<file path="src/rtl/s_axi_rd_slave.sv">
// s_axi_rd_slave: AXI4-Lite read-only slave over a DEPTH x 32-bit register array.
// Latency: rvalid rises WAIT_STATES+1 cycles after the AR handshake; one read outstanding.
// Backpressure: response held stable until rready; arready low from acceptance until the R handshake.
// Ports:
//   s_axi_aclk, s_axi_aresetn          clock, asynchronous active-low reset
//   s_axi_arvalid/arready/araddr       read address channel
//   s_axi_rvalid/rready/rdata/rresp    read data channel (2'b00 OKAY, 2'b10 SLVERR)
//   i_lwr_en/i_lwr_idx/i_lwr_data      local write port into the array, honoured in any state
//   o_busy                             high while a read is in flight (WAIT or RESP)
module s_axi_rd_slave #(
  parameter int unsigned DEPTH       = 16,
  parameter int unsigned WAIT_STATES = 2,
  parameter logic [31:0] BASE_ADDR   = 32'h0000_0000,
  localparam int unsigned IDX_W      = $clog2(DEPTH)
) (
  input  logic             s_axi_aclk,
  input  logic             s_axi_aresetn,
  input  logic             s_axi_arvalid,
  output logic             s_axi_arready,
  input  logic [31:0]      s_axi_araddr,
  output logic             s_axi_rvalid,
  input  logic             s_axi_rready,
  output logic [31:0]      s_axi_rdata,
  output logic [1:0]       s_axi_rresp,
  input  logic             i_lwr_en,
  input  logic [IDX_W-1:0] i_lwr_idx,
  input  logic [31:0]      i_lwr_data,
  output logic             o_busy
);

  typedef enum logic [1:0] {ST_IDLE, ST_WAIT, ST_RESP} state_e;

  localparam logic [3:0]  CNT_LOAD    = (WAIT_STATES > 0) ? 4'(WAIT_STATES - 1) : 4'd0;
  localparam logic [31:0] DEPTH_W     = 32'(DEPTH);
  localparam logic [1:0]  RESP_OKAY   = 2'b00;
  localparam logic [1:0]  RESP_SLVERR = 2'b10;

  state_e      state_q, state_d;
  logic [3:0]  cnt_q, cnt_d;
  logic [31:0] addr_q, addr_d;
  logic        arready_q, arready_d;
  logic        rvalid_q, rvalid_d;
  logic [31:0] rdata_q, rdata_d;
  logic [1:0]  rresp_q, rresp_d;
  logic [31:0] mem_q [DEPTH];

  logic             ar_hs, r_hs;
  logic [31:0]      offset;
  logic             hit;
  logic [IDX_W-1:0] idx;

  assign ar_hs = s_axi_arvalid && arready_q;
  assign r_hs  = rvalid_q && s_axi_rready;

  // Decode works on the captured address, so araddr may change freely after acceptance.
  assign offset = addr_q - BASE_ADDR;
  assign hit    = (offset[1:0] == 2'b00) && ({2'b00, offset[31:2]} < DEPTH_W);
  assign idx    = offset[IDX_W+1:2];

  // State register
  always_ff @(posedge s_axi_aclk or negedge s_axi_aresetn) begin
    if (!s_axi_aresetn) begin
      state_q <= ST_IDLE;
    end else begin
      state_q <= state_d;
    end
  end

  // Next-state logic
  always_comb begin
    state_d = state_q;
    case (state_q)
      ST_IDLE: if (ar_hs) state_d = (WAIT_STATES == 0) ? ST_RESP : ST_WAIT;
      ST_WAIT: if (cnt_q == 4'd0) state_d = ST_RESP;
      ST_RESP: if (r_hs) state_d = ST_IDLE;
      default: state_d = ST_IDLE;
    endcase
  end

  // Output / datapath next-state logic
  always_comb begin
    cnt_d     = cnt_q;
    addr_d    = addr_q;
    arready_d = arready_q;
    rvalid_d  = rvalid_q;
    rdata_d   = rdata_q;
    rresp_d   = rresp_q;
    case (state_q)
      ST_IDLE: begin
        // arready comes up one edge after reset release, then stays up until a handshake.
        arready_d = 1'b1;
        if (ar_hs) begin
          addr_d    = s_axi_araddr;
          arready_d = 1'b0;
          cnt_d     = CNT_LOAD;
        end
      end
      ST_WAIT: begin
        if (cnt_q != 4'd0) cnt_d = cnt_q - 4'd1;
      end
      ST_RESP: begin
        // First RESP cycle reads the array; the response registers load on the edge
        // that ends it, which gives the WAIT_STATES+1 latency. A local write on that
        // same edge is not seen because mem_q still holds the old value.
        if (!rvalid_q) begin
          rvalid_d = 1'b1;
          rdata_d  = hit ? mem_q[idx] : 32'h0;
          rresp_d  = hit ? RESP_OKAY : RESP_SLVERR;
        end else if (s_axi_rready) begin
          rvalid_d  = 1'b0;
          rdata_d   = 32'h0;
          rresp_d   = 2'b00;
          arready_d = 1'b1;
        end
      end
      default: begin
        arready_d = 1'b0;
        rvalid_d  = 1'b0;
      end
    endcase
  end

  always_ff @(posedge s_axi_aclk or negedge s_axi_aresetn) begin
    if (!s_axi_aresetn) begin
      cnt_q     <= 4'd0;
      addr_q    <= 32'h0;
      arready_q <= 1'b0;
      rvalid_q  <= 1'b0;
      rdata_q   <= 32'h0;
      rresp_q   <= 2'b00;
    end else begin
      cnt_q     <= cnt_d;
      addr_q    <= addr_d;
      arready_q <= arready_d;
      rvalid_q  <= rvalid_d;
      rdata_q   <= rdata_d;
      rresp_q   <= rresp_d;
    end
  end

  // Register array: local writes land in any FSM state.
  always_ff @(posedge s_axi_aclk or negedge s_axi_aresetn) begin
    if (!s_axi_aresetn) begin
      for (int i = 0; i < int'(DEPTH); i++) mem_q[i] <= 32'h0;
    end else if (i_lwr_en) begin
      mem_q[i_lwr_idx] <= i_lwr_data;
    end
  end

  assign s_axi_arready = arready_q;
  assign s_axi_rvalid  = rvalid_q;
  assign s_axi_rdata   = rdata_q;
  assign s_axi_rresp   = rresp_q;
  assign o_busy        = (state_q != ST_IDLE);

endmodule

</file>
<file path="config.mk">
export PLATFORM = sky130hd
export DESIGN_NAME = s_axi_rd_slave
export DESIGN_NICKNAME = d
export VERILOG_FILES = /design/src/rtl/s_axi_rd_slave.sv
export SDC_FILE = /design/constraint.sdc
export NUM_CORES = 1
export LEC_CHECK = 0
export CAP_MARGIN = 20
export CELL_PAD_IN_SITES_DETAIL_PLACEMENT = 1
export CELL_PAD_IN_SITES_GLOBAL_PLACEMENT = 1
export CORE_MARGIN = 2
export CORE_UTILIZATION = 51
export DETAILED_ROUTE_END_ITERATION = 6
export PLACE_DENSITY_LB_ADDON = 0.3
export SLEW_MARGIN = 5
export SYNTH_ARGS = -nofsm -noshare
export SYNTH_HDL_FRONTEND = slang
export SYNTH_SLANG_ARGS = --single-unit
export TNS_END_PERCENT = 30
</file>
<file path="constraint.sdc">
create_clock -name s_axi_aclk -period 2.4 [get_ports s_axi_aclk]
set_clock_uncertainty 0.2 [all_clocks]
set_input_delay 0.6 -clock s_axi_aclk [delete_from_list [all_inputs] [get_ports s_axi_aclk]]
set_output_delay 0.6 -clock s_axi_aclk [all_outputs]
set_load 0.05 [all_outputs]
</file>
==> results of run 1 <==
per-stage QoR:
stage | setup TNS, ns | std cells | power (mW) | area [µm²] | setup slack [ns]
2_1_floorplan | 0 | 1903 | 21.6 | 26100 | 0.327
5_1_grt | 0 | 2734 | 37.0 | 30700 | 0.00586
3_5_place_dp | -169.23 | 2623 | 25.7 | 28700 | -0.478
6_report | 0 | 2734 | 35.4 | 30700 | 0.0404
4_1_cts | 0 | 2734 | 35.7 | 30700 | 0.00447
3_3_place_gp | -121.31 | 2623 | 25.0 | 28700 | -0.326
cell type report:
class,count,area (µm²)
Timing Repair Buffer,209,2400
Clock inverter,22,275
Fill cell,4696,19500
Clock buffer,88,1780
Multi-Input combinational cell,1153,10800
Tap cell,672,841
Sequential cell,585,14600
Inverter,5,18.8
metal layers:
layer / vias to the layer above / track usage / routed length, µm
met5: - / 0 / 10
met1: 8851 / 0.364 / 31000
met3: 163 / 0.0324 / 2360
li1: 7133 / - / -
met2: 346 / 0.489 / 37100
met4: 2 / 0.108 / 2480
worst register-to-register path, cell delays in order, from the launching register on:
cell,delay [ns]
dfrtp_1,0.38
nor4_1,0.44
nand4_1,0.21
or2_2,0.37
buf_12,0.21
o31ai_1,0.37
worst max-delay path by stage:
stage	from	end	slack, ns	cells past startpoint
2_1_floorplan	i_lwr_idx[1]	mem_q[193]	0.33	5
3_3_place_gp	i_lwr_idx[2]	mem_q[244]	-0.33	5
3_5_place_dp	i_lwr_en	mem_q[396]	-0.48	6
4_1_cts	s_axi_rdata[29]	s_axi_rdata[29]	0.004	1
5_1_grt	s_axi_rresp[1]	s_axi_rresp[1]	0.006	1
6_report	s_axi_arready	s_axi_arready	0.04	1
report_power, final:
| group | internal (mW) | switching (mW) | total (mW) | leakage (nW) |
|---|---|---|---|---|
| Sequential | 12.4 | 1.62 | 14.0 | 7.21 |
| Clock | 5.76 | 4.00 | 9.76 | 1.02 |
| Combinational | 5.38 | 6.30 | 11.7 | 5.48 |
| Total | 23.5 | 11.9 | 35.4 | 13.7 |
sequential cells by signal, indices dropped and copies added, names as in the netlist:
signal	flops
mem_q	512
s_axi_rdata	32
state_q	2
cnt_q	4
addr_q	32
s_axi_arready	1
s_axi_rresp	1
s_axi_rvalid	1
cell usage in the layout (no fill, tap or decap), drive strengths merged, types with 8 or more instances in the layout:
| cell type | instances |
|---|---|
| clkinv | 13 |
| mux2i | 250 |
| nor3 | 63 |
| dlygate4sd2 | 14 |
| inv | 8 |
| clkbuf | 88 |
| o22ai | 93 |
| mux2 | 545 |
| o31ai | 31 |
| buf | 121 |
| o21ai | 37 |
| nor2 | 45 |
| nand2 | 40 |
| clkdlybuf4s50 | 71 |
| dfrtp | 585 |
logic make-up (layout without fill, tap and decap cells):
family | after synthesis | after routing
and+or+nand+nor | 183 | 183
AOI/OAI and AO/OA | 167 | 167
DFF | 585 | 585
adders and majority gates | 1 | 1
xor gates and xnor gates | 2 | 2
buffers and inverters | 165 | 324
muxes | 799 | 799
other | 1 | 1
what timing repair did:
action | in CTS | in global routing
setup buffers | 0 | 0
hold buffers | 1 | 0
gates resized for setup | 21 | 1
endpoints found under the hold margin | 27 | 0
endpoints found under the setup margin | 17 | 1
==> impl_metrics.ini, run 1 <==
[setup_path]
critPathKind = reg -> out
cp_data_arrival_time_ns = 1.56
path_buf_inv = 1
required_ns = 1.60
worst_r2r_path_depth = 5
max_stage_delay_ns = 0.54
cp_top_family = buffers and inverters
r2r_setup_slack_ns = 0.10
path_cells = clkdlybuf4s15_1
crit_path_start_kind = flop
slowest_stage = clkdlybuf4s15_1
critPathMaxFanout = 3
r2r_start = addr_q[8]
r2r-end = s_axi_rdata[22]
endpoint_kind = primary output

[floorplan]
row_count = 82
design.core.area_um2 = 50300
die_y_um = 230
die-area_um2 = 52900
start_util = 0.519
io-pin-count = 110
die_w_um = 230

[synth]
synth_common_cells = 585 x dfrtp_1, 538 x mux2_2, 250 x mux2i_1
synth_simple_gate_area_frac = 0.0335
synth_xor_area_frac = 0.000672
yosysWarnings = 0
synth_cell_types = 39
syn_avg_cell_area_um2 = 13.7
synth_top_family_by_area = multiplexers
syn-cell-area_um2 = 26100
synthTopCellsByArea = dfrtp_1 56%, mux2_2 23%, mux2i_1 9.6%
synth_seq_area_share = 0.562
synth_top_flop_cell = dfrtp_1
synth_fa_ha_area_frac = 0.000480
synth.most_common_cell = dfrtp_1
synth_edf_count = 0
synth_compound_area_frac = 0.0398
syn_inst = 1903
ys_async_sr_fraction = 1.00
postSynthNetCount = 1977
ys_seq_elements = 585
yosysTopAreaCellShare = 0.562
synth_mux_area_frac = 0.335
yosysTopAreaCell = dfrtp_1

[detailed_routing]
wl_per_cell_um = 26.7
drtIter0Drc = 934
dr.pass1.iters = 4
drt_wl_total_um = 73000
vias_per_cell = 6.03
drc = 0
via_count = 16495
antenna_left = 0

[grt]
grt_start_max_net_pins = 84
grt_pass1_wl_um = 114000
grt.overflow.total = 0
grt_antenna_before_repair = 1
grtUsageTotal = 0.282
grt_pass1_vias = 18819

[sta]
tightest_slew_ns = 0.654
min_period_ns = 2.36
slew_headroom = 0.562
rsz0062_at_grt = false
final-setup-viol-count = 0
max_freq_mhz = 424
drv_slew = 0
finalHoldViolCount = 0
finalCritPeriodShare = 0.983
worst_hold_slack_ns = 0.285

[cts]
clk_pin_slew_ns = 0.06
cts-buffers-inserted = 61
clockBufferDepth = 3
clk_latency_ns = 0.64
cts_tree = done
cts_root_buf = clkbuf_16
htree_levels = 2
cts_sinks = 585

[finish]
drive_above_1_share = 0.384
final_core_util = 0.611
areaGrowthSynthToFinish_pct = 17.9
fin_nets = 2089
num_antenna_cells = 0

[power]
p_leak_nw = 13.7
ir_drop_mv = 0.758
power.density_nw_per_um2 = 1150

[worst_hold_path]
min_path_cells = 2
hp-class = reg -> reg
min_to = s_axi_rdata[21]
hold_start = s_axi_rdata[21]

[placement]
port_buffers = 108
dpl.hpwl_um = 43300
gp_routability_congestion = 0.763

[status]
status = complete, no violations

[flow_run]
cap_violations = 0
Note: power is estimated with default switching activity, not from simulation.
==> run 2, diff against run 1 <==
SLEW_MARGIN = 25   (was 5)
==> results of run 2 <==
Same layout as run 1: the final DEF is identical, and so are final timing and power.
